[src/rtl/text_entry_buffer_pkg.sv]
// Shared constants for the text entry buffer: letter codes, keyboard codes
// and FSM state encodings.
package text_entry_buffer_pkg;

   localparam int         LETTER_SPACE = 26;
   localparam logic [7:0] SC_BACKSPACE = 8'h66;

   typedef enum logic [1:0] {
      ST_IDLE = 2'd0,
      ST_EDIT = 2'd1,
      ST_DONE = 2'd2
   } state_t;

endpackage

[src/rtl/scan2letter.sv]
// Combinational PS/2 make code to letter translator: A..Z -> 0..25, space -> 26.
module scan2letter #(
   parameter int LETTER_W = 5
) (
   input  logic [7:0]          scan_code,
   output logic [LETTER_W-1:0] letter,
   output logic                letter_valid
);

   logic [4:0] code_raw;

   always_comb begin
      code_raw     = 5'd0;
      letter_valid = 1'b1;
      case (scan_code)
         8'h1C: code_raw = 5'd0;
         8'h32: code_raw = 5'd1;
         8'h21: code_raw = 5'd2;
         8'h23: code_raw = 5'd3;
         8'h24: code_raw = 5'd4;
         8'h2B: code_raw = 5'd5;
         8'h34: code_raw = 5'd6;
         8'h33: code_raw = 5'd7;
         8'h43: code_raw = 5'd8;
         8'h3B: code_raw = 5'd9;
         8'h42: code_raw = 5'd10;
         8'h4B: code_raw = 5'd11;
         8'h3A: code_raw = 5'd12;
         8'h31: code_raw = 5'd13;
         8'h44: code_raw = 5'd14;
         8'h4D: code_raw = 5'd15;
         8'h15: code_raw = 5'd16;
         8'h2D: code_raw = 5'd17;
         8'h1B: code_raw = 5'd18;
         8'h2C: code_raw = 5'd19;
         8'h3C: code_raw = 5'd20;
         8'h2A: code_raw = 5'd21;
         8'h1D: code_raw = 5'd22;
         8'h22: code_raw = 5'd23;
         8'h35: code_raw = 5'd24;
         8'h1A: code_raw = 5'd25;
         8'h29: code_raw = 5'd26;
         default: letter_valid = 1'b0;
      endcase
   end

   assign letter = LETTER_W'(code_raw);

endmodule

[src/rtl/text_entry_buffer.sv]
// Keyboard text entry buffer: collects mapped letters during an EDIT session.
// Optional build macro TEXT_ENTRY_BACKSPACE_EN enables backspace editing.
module text_entry_buffer
   import text_entry_buffer_pkg::*;
#(
   parameter int TEXT_LEN_MAX = 20,
   parameter int LETTER_W     = 5
) (
   input  logic                             clock_27mhz,
   input  logic                             reset,
   input  logic                             entry_en,
   input  logic                             button_enter,
   input  logic [7:0]                       scan_code,
   input  logic                             scan_valid,
   output logic [TEXT_LEN_MAX*LETTER_W-1:0] letter_array,
   output logic [5:0]                       char_count,
   output logic                             accepting,
   output logic                             array_rdy,
   output logic                             overflow
);

   localparam logic [LETTER_W-1:0] BLANK = LETTER_W'(LETTER_SPACE);

   state_t              state_reg, state_next;
   logic [5:0]          count_reg;
   logic                overflow_reg;
   logic [LETTER_W-1:0] slot_reg [TEXT_LEN_MAX];

   logic [LETTER_W-1:0] map_letter;
   logic                map_valid;
   logic                clear_en, wr_en, bs_en, ovf_set;
   logic                full;
   logic [5:0]          wr_idx, bs_idx;

   scan2letter #(.LETTER_W(LETTER_W)) u_scan2letter (
      .scan_code    (scan_code),
      .letter       (map_letter),
      .letter_valid (map_valid)
   );

   assign full   = (count_reg == 6'(TEXT_LEN_MAX));
   // First character lands in the most-significant slot and fills downward.
   assign wr_idx = 6'(TEXT_LEN_MAX - 1) - count_reg;
   assign bs_idx = 6'(TEXT_LEN_MAX) - count_reg;

   always_ff @(posedge clock_27mhz or posedge reset) begin
      if (reset) state_reg <= ST_IDLE;
      else       state_reg <= state_next;
   end

   always_comb begin
      state_next = state_reg;
      clear_en   = 1'b0;
      wr_en      = 1'b0;
      bs_en      = 1'b0;
      ovf_set    = 1'b0;
      case (state_reg)
         ST_IDLE: begin
            if (entry_en) begin
               state_next = ST_EDIT;
               clear_en   = 1'b1;
            end
         end
         ST_EDIT: begin
            // Enter takes priority; a coincident keystroke is dropped.
            if (button_enter) begin
               state_next = ST_DONE;
            end else if (!entry_en) begin
               state_next = ST_IDLE;
            end else if (scan_valid) begin
               if (map_valid) begin
                  if (full) ovf_set = 1'b1;
                  else      wr_en   = 1'b1;
               end
`ifdef TEXT_ENTRY_BACKSPACE_EN
               else if (scan_code == SC_BACKSPACE && count_reg != 6'd0) begin
                  bs_en = 1'b1;
               end
`endif
            end
         end
         ST_DONE: begin
            if (!entry_en) state_next = ST_IDLE;
         end
         default: state_next = ST_IDLE;
      endcase
   end

   always_ff @(posedge clock_27mhz or posedge reset) begin
      if (reset) begin
         count_reg    <= 6'd0;
         overflow_reg <= 1'b0;
      end else if (clear_en) begin
         count_reg    <= 6'd0;
         overflow_reg <= 1'b0;
      end else begin
         if (wr_en)   count_reg    <= count_reg + 6'd1;
         if (bs_en)   count_reg    <= count_reg - 6'd1;
         if (ovf_set) overflow_reg <= 1'b1;
      end
   end

   genvar gi;
   generate
      for (gi = 0; gi < TEXT_LEN_MAX; gi++) begin : g_slot
         always_ff @(posedge clock_27mhz or posedge reset) begin
            if (reset)                               slot_reg[gi] <= BLANK;
            else if (clear_en)                       slot_reg[gi] <= BLANK;
            else if (wr_en && wr_idx == 6'(gi))      slot_reg[gi] <= map_letter;
            else if (bs_en && bs_idx == 6'(gi))      slot_reg[gi] <= BLANK;
         end
         assign letter_array[gi*LETTER_W +: LETTER_W] = slot_reg[gi];
      end
   endgenerate

   assign char_count = count_reg;
   assign overflow   = overflow_reg;
   assign accepting  = (state_reg == ST_EDIT);
   assign array_rdy  = ~accepting;

endmodule
[config.mk]
export PLATFORM = sky130hd
export DESIGN_NAME = text_entry_buffer
export DESIGN_NICKNAME = d
export VERILOG_FILES = /design/src/rtl/text_entry_buffer_pkg.sv /design/src/rtl/scan2letter.sv /design/src/rtl/text_entry_buffer.sv
export SDC_FILE = /design/constraint.sdc
export NUM_CORES = 1
export LEC_CHECK = 0
export ABC_AREA = 1
export CAP_MARGIN = 20
export CORE_UTILIZATION = 56
export DETAILED_ROUTE_END_ITERATION = 6
export PLACE_DENSITY = 0.89
export SYNTH_ARGS = -nofsm -noshare
export SYNTH_HDL_FRONTEND = slang
export SYNTH_SLANG_ARGS = --single-unit
[constraint.sdc]
create_clock -name clock_27mhz -period 9.9 [get_ports clock_27mhz]
set_clock_uncertainty 0.2 [all_clocks]
set_input_delay 2.475 -clock clock_27mhz [delete_from_list [all_inputs] [get_ports clock_27mhz]]
set_output_delay 2.475 -clock clock_27mhz [all_outputs]
set_load 0.02 [all_outputs]
==> load_flow_metrics.sql <==
INSERT INTO impl_metrics (metric_group, metric, value, unit) VALUES
('synth', 'synth-seq-area-share', '48.3', '%'),
('critical_path', 'setup.worst_path.end_class', 'flip-flop', ''),
('critical_path', 'critical_path_peak_fanout', '69', ''),
('detailed_routing', 'route.detailed.vias_per_inst', '5.47', ''),
('min_path', 'worstHoldStart', 'state_reg[0]', ''),
('placement', 'routabilityCongestion', '0.909', ''),
('cts', 'numCtsBuffers', '9', ''),
('cts', 'htreeDepth', '3', ''),
('global_route', 'antenna_violations_before_repair', '0', ''),
('synth', 'synth_largest_area_cell', 'dfstp_2', ''),
('placement', 'count_of_input_and_output_buffers', '121', ''),
('finish', 'fill_cells', '725', ''),
('cts', 'cts_max_path_buffers', '2', ''),
('power_and_ir_drop', 'power_density', '178', 'nW/µm²'),
('synth', 'synth.top_cell.area_share', '27.2', '%'),
('synth', 'biggest_area_contributors_in_the_synthesized_netlist', 'dfstp_2 (27%), dfrtp_1 (21%), nand2_1 (17%)', ''),
('status', 'result_of_the_run', 'complete, no violations', ''),
('cts', 'cts.clk_slew.worst_paths', '0.12', 'ns'),
('critical_path', 'worstSetupPathType', 'input pin to flip-flop', ''),
('power_and_ir_drop', 'comb_power_share', '32.3', '%'),
('synth', 'syn_area', '5800', 'µm²'),
('cts', 'cts_setup_buffers', '0', ''),
('power_and_ir_drop', 'p_clk_share', '20.2', '%'),
('die', 'io_pins', '122', ''),
('cts', 'hold_buffers', '0', ''),
('synth', 'yosys_most_used_dff', 'dfstp_2', ''),
('sta', 'setup_slack', '4.14', 'ns'),
('sta', 'fmaxAchievable', '0.173', 'GHz'),
('die', 'starting_density_of_the_core', '58.5', '%'),
('global_route', 'gr-usage-all-layers', '26.8', '%'),
('min_path', 'hp-class', 'flip-flop to flip-flop', ''),
('cts', 'cts_tree', 'yes', ''),
('sta', 'timing_worst_slew_pin_value', '1.12', 'ns'),
('finish', 'diodes', '0', ''),
('finish', 'drive_gt1_share', '17.3', '%'),
('global_route', 'vias_in_the_first_global_route', '4874', ''),
('detailed_routing', 'drt_pass1_iterations', '5', ''),
('cts', 'cts.repair.resized', '0', ''),
('synth', 'synth_enable_flop_cells', '0', ''),
('sta', 'min_period_over_period', '58.2', '%'),
('power_and_ir_drop', 'internal_power_contribution', '840', 'µW'),
('sta', 'max_slew_margin', '25.4', '%'),
('sta', 'rsz0062_at_grt', 'no', ''),
('synth', 'netlist_top_cells_count', 'nand2_1 (264), nand3_1 (125), dfstp_2 (60), dfrtp_1 (49), nor2_1 (39)', ''),
('sta', 'finalHoldViolCount', '0', ''),
('power_and_ir_drop', 'peakVddDrop', '0.0973', 'mV'),
('detailed_routing', 'detailroute.via_count', '5119', ''),
('cts', 'cts_root_buffer', 'clkbuf_8', ''),
('synth', 'postSynthRegisterBits', '109', ''),
('synth', 'syn_avg_cell_area', '8.38', 'µm²'),
('critical_path', 'critPathArrivalTime', '5.88', 'ns'),
('synth', 'synth_fp_nets', '709', ''),
('power_and_ir_drop', 'p_leak', '3.43', 'nW'),
('global_route', 'globalRouteOverflowTotal', '0', ''),
('synth', 'ys_async_sr_fraction', '100', '%'),
('placement', 'pre_cts_slack', '3.79', 'ns'),
('power_and_ir_drop', 'seq_power_share', '47.4', '%'),
('finish', 'nets', '815', ''),
('detailed_routing', 'route.detailed.wl_per_inst', '15.3', 'µm'),
('detailed_routing', 'wirelength', '14300', 'µm'),
('sta', 'setup_violations', '0', ''),
('synth', 'synthesis.instances', '692', ''),
('detailed_routing', 'remaining_drc_errors', '0', ''),
('global_route', 'grt_first_pass_wirelength', '23600', 'µm'),
('critical_path', 'timing.critical_path.from', 'entry_en', ''),
('die', 'floorplan.die.height', '104', 'µm'),
('power_and_ir_drop', 'power_switching_share', '35.0', '%'),
('cts', 'clk-insertion-delay-late', '0.37', 'ns'),
('finish', 'number_of_flip_flops_in_the_largest_register', '100', ''),
('die', 'row_count', '36', ''),
('synth', 'ys.warnings.count', '0', '');
==> metrics by stage <==
step / power [mW] / std cells / hold slack [ns] / instance area, µm² / utilization, %
6_report: 1.29 / 936 / 0.288 / 7240 / 73.1
4_1_cts: 1.29 / 935 / 0.289 / 7220 / 72.8
3_5_place_dp: 1.03 / 919 / 0.267 / 7030 / 70.9
2_1_floorplan: 0.848 / 692 / 0.245 / 5800 / -
3_3_place_gp: 1.02 / 919 / 0.270 / 7030 / 70.9
5_1_grt: 1.35 / 936 / 0.300 / 7240 / 73.1
==> cell families (layout without fill, tap and decap cells) <==
logic type      Yosys count  count (layout)  share of synthesized area (%)
compound gates            6               6                          0.561
fa+ha+maj                 4               4                          0.863
buf+inv                  68             179                           5.66
xor+xnor                  5               5                          0.755
simple gates            500             500                           43.8
flops                   109             109                           48.3
==> critical path, stage by stage <==
cell,delay (ns)
clkdlybuf4s50_1,0.45
inv_1,0.09
nor3_1,0.09
inv_4,0.60
buf_4,0.76
nand3_1,0.93
nand2_1,0.32
nand2_1,0.08
==> final cells by class <==
cell class              count  area [µm²]  share of cell area (%)
clock buffers               9         124                    1.71
well taps                 133         166                    2.30
clock inverters             7        65.1                   0.898
multi-input cells         515        2680                    36.9
flip-flops and latches    109        2800                    38.7
inverters                  38         148                    2.04
repair buffers            125        1260                    17.4
==> metal layers <==
layer	part of all wire, %	up-vias	global-route usage, %
li1	-	2437	-
met1	43	2443	35.6
met5	0	-	0
met3	7.2	21	4.78
met2	49	218	44.8
met4	1.1	0	8.37
==> power groups by stage <==
stage | registers [mW] | logic, mW | clock network (mW)
detailed placement | 0.618 | 0.416 | 0
floorplan | 0.704 | 0.144 | 0
CTS | 0.612 | 0.417 | 0.265
global route | 0.621 | 0.447 | 0.279
finish | 0.613 | 0.418 | 0.261
global placement | 0.616 | 0.406 | 0
==> final timing paths <==
kind	endpoint	slack [ns]	cells past startpoint
min	state_reg[0]	0.29	1
max in group asynchronous	letter_array[61]	6.27	4
min in group asynchronous	letter_array[37]	2.15	2
max reg2reg	letter_array[36]	6.35	6
max	letter_array[36]	4.14	8
min reg2reg	state_reg[0]	0.29	1
==> layout by cell type (no fill, tap or decap), types with 4 or more instances in the layout <==
cell	synthesis	routed
nand2_1	264	264
nand3_1	125	125
clkdlybuf4s50_1	0	121
dfstp_2	60	60
dfrtp_1	49	49
nor2_1	39	37
inv_1	31	30
nand2_4	21	21
nand3_4	19	19
clkbuf_8	0	9
nand4_1	7	7
nor3_1	7	7
inv_2	7	6
nor2_2	5	6
xor2_1	5	5
o21ai_0	4	4
nor4_1	4	4
ha_1	4	4
No activity file was read; power rests on OpenSTA's default activity.
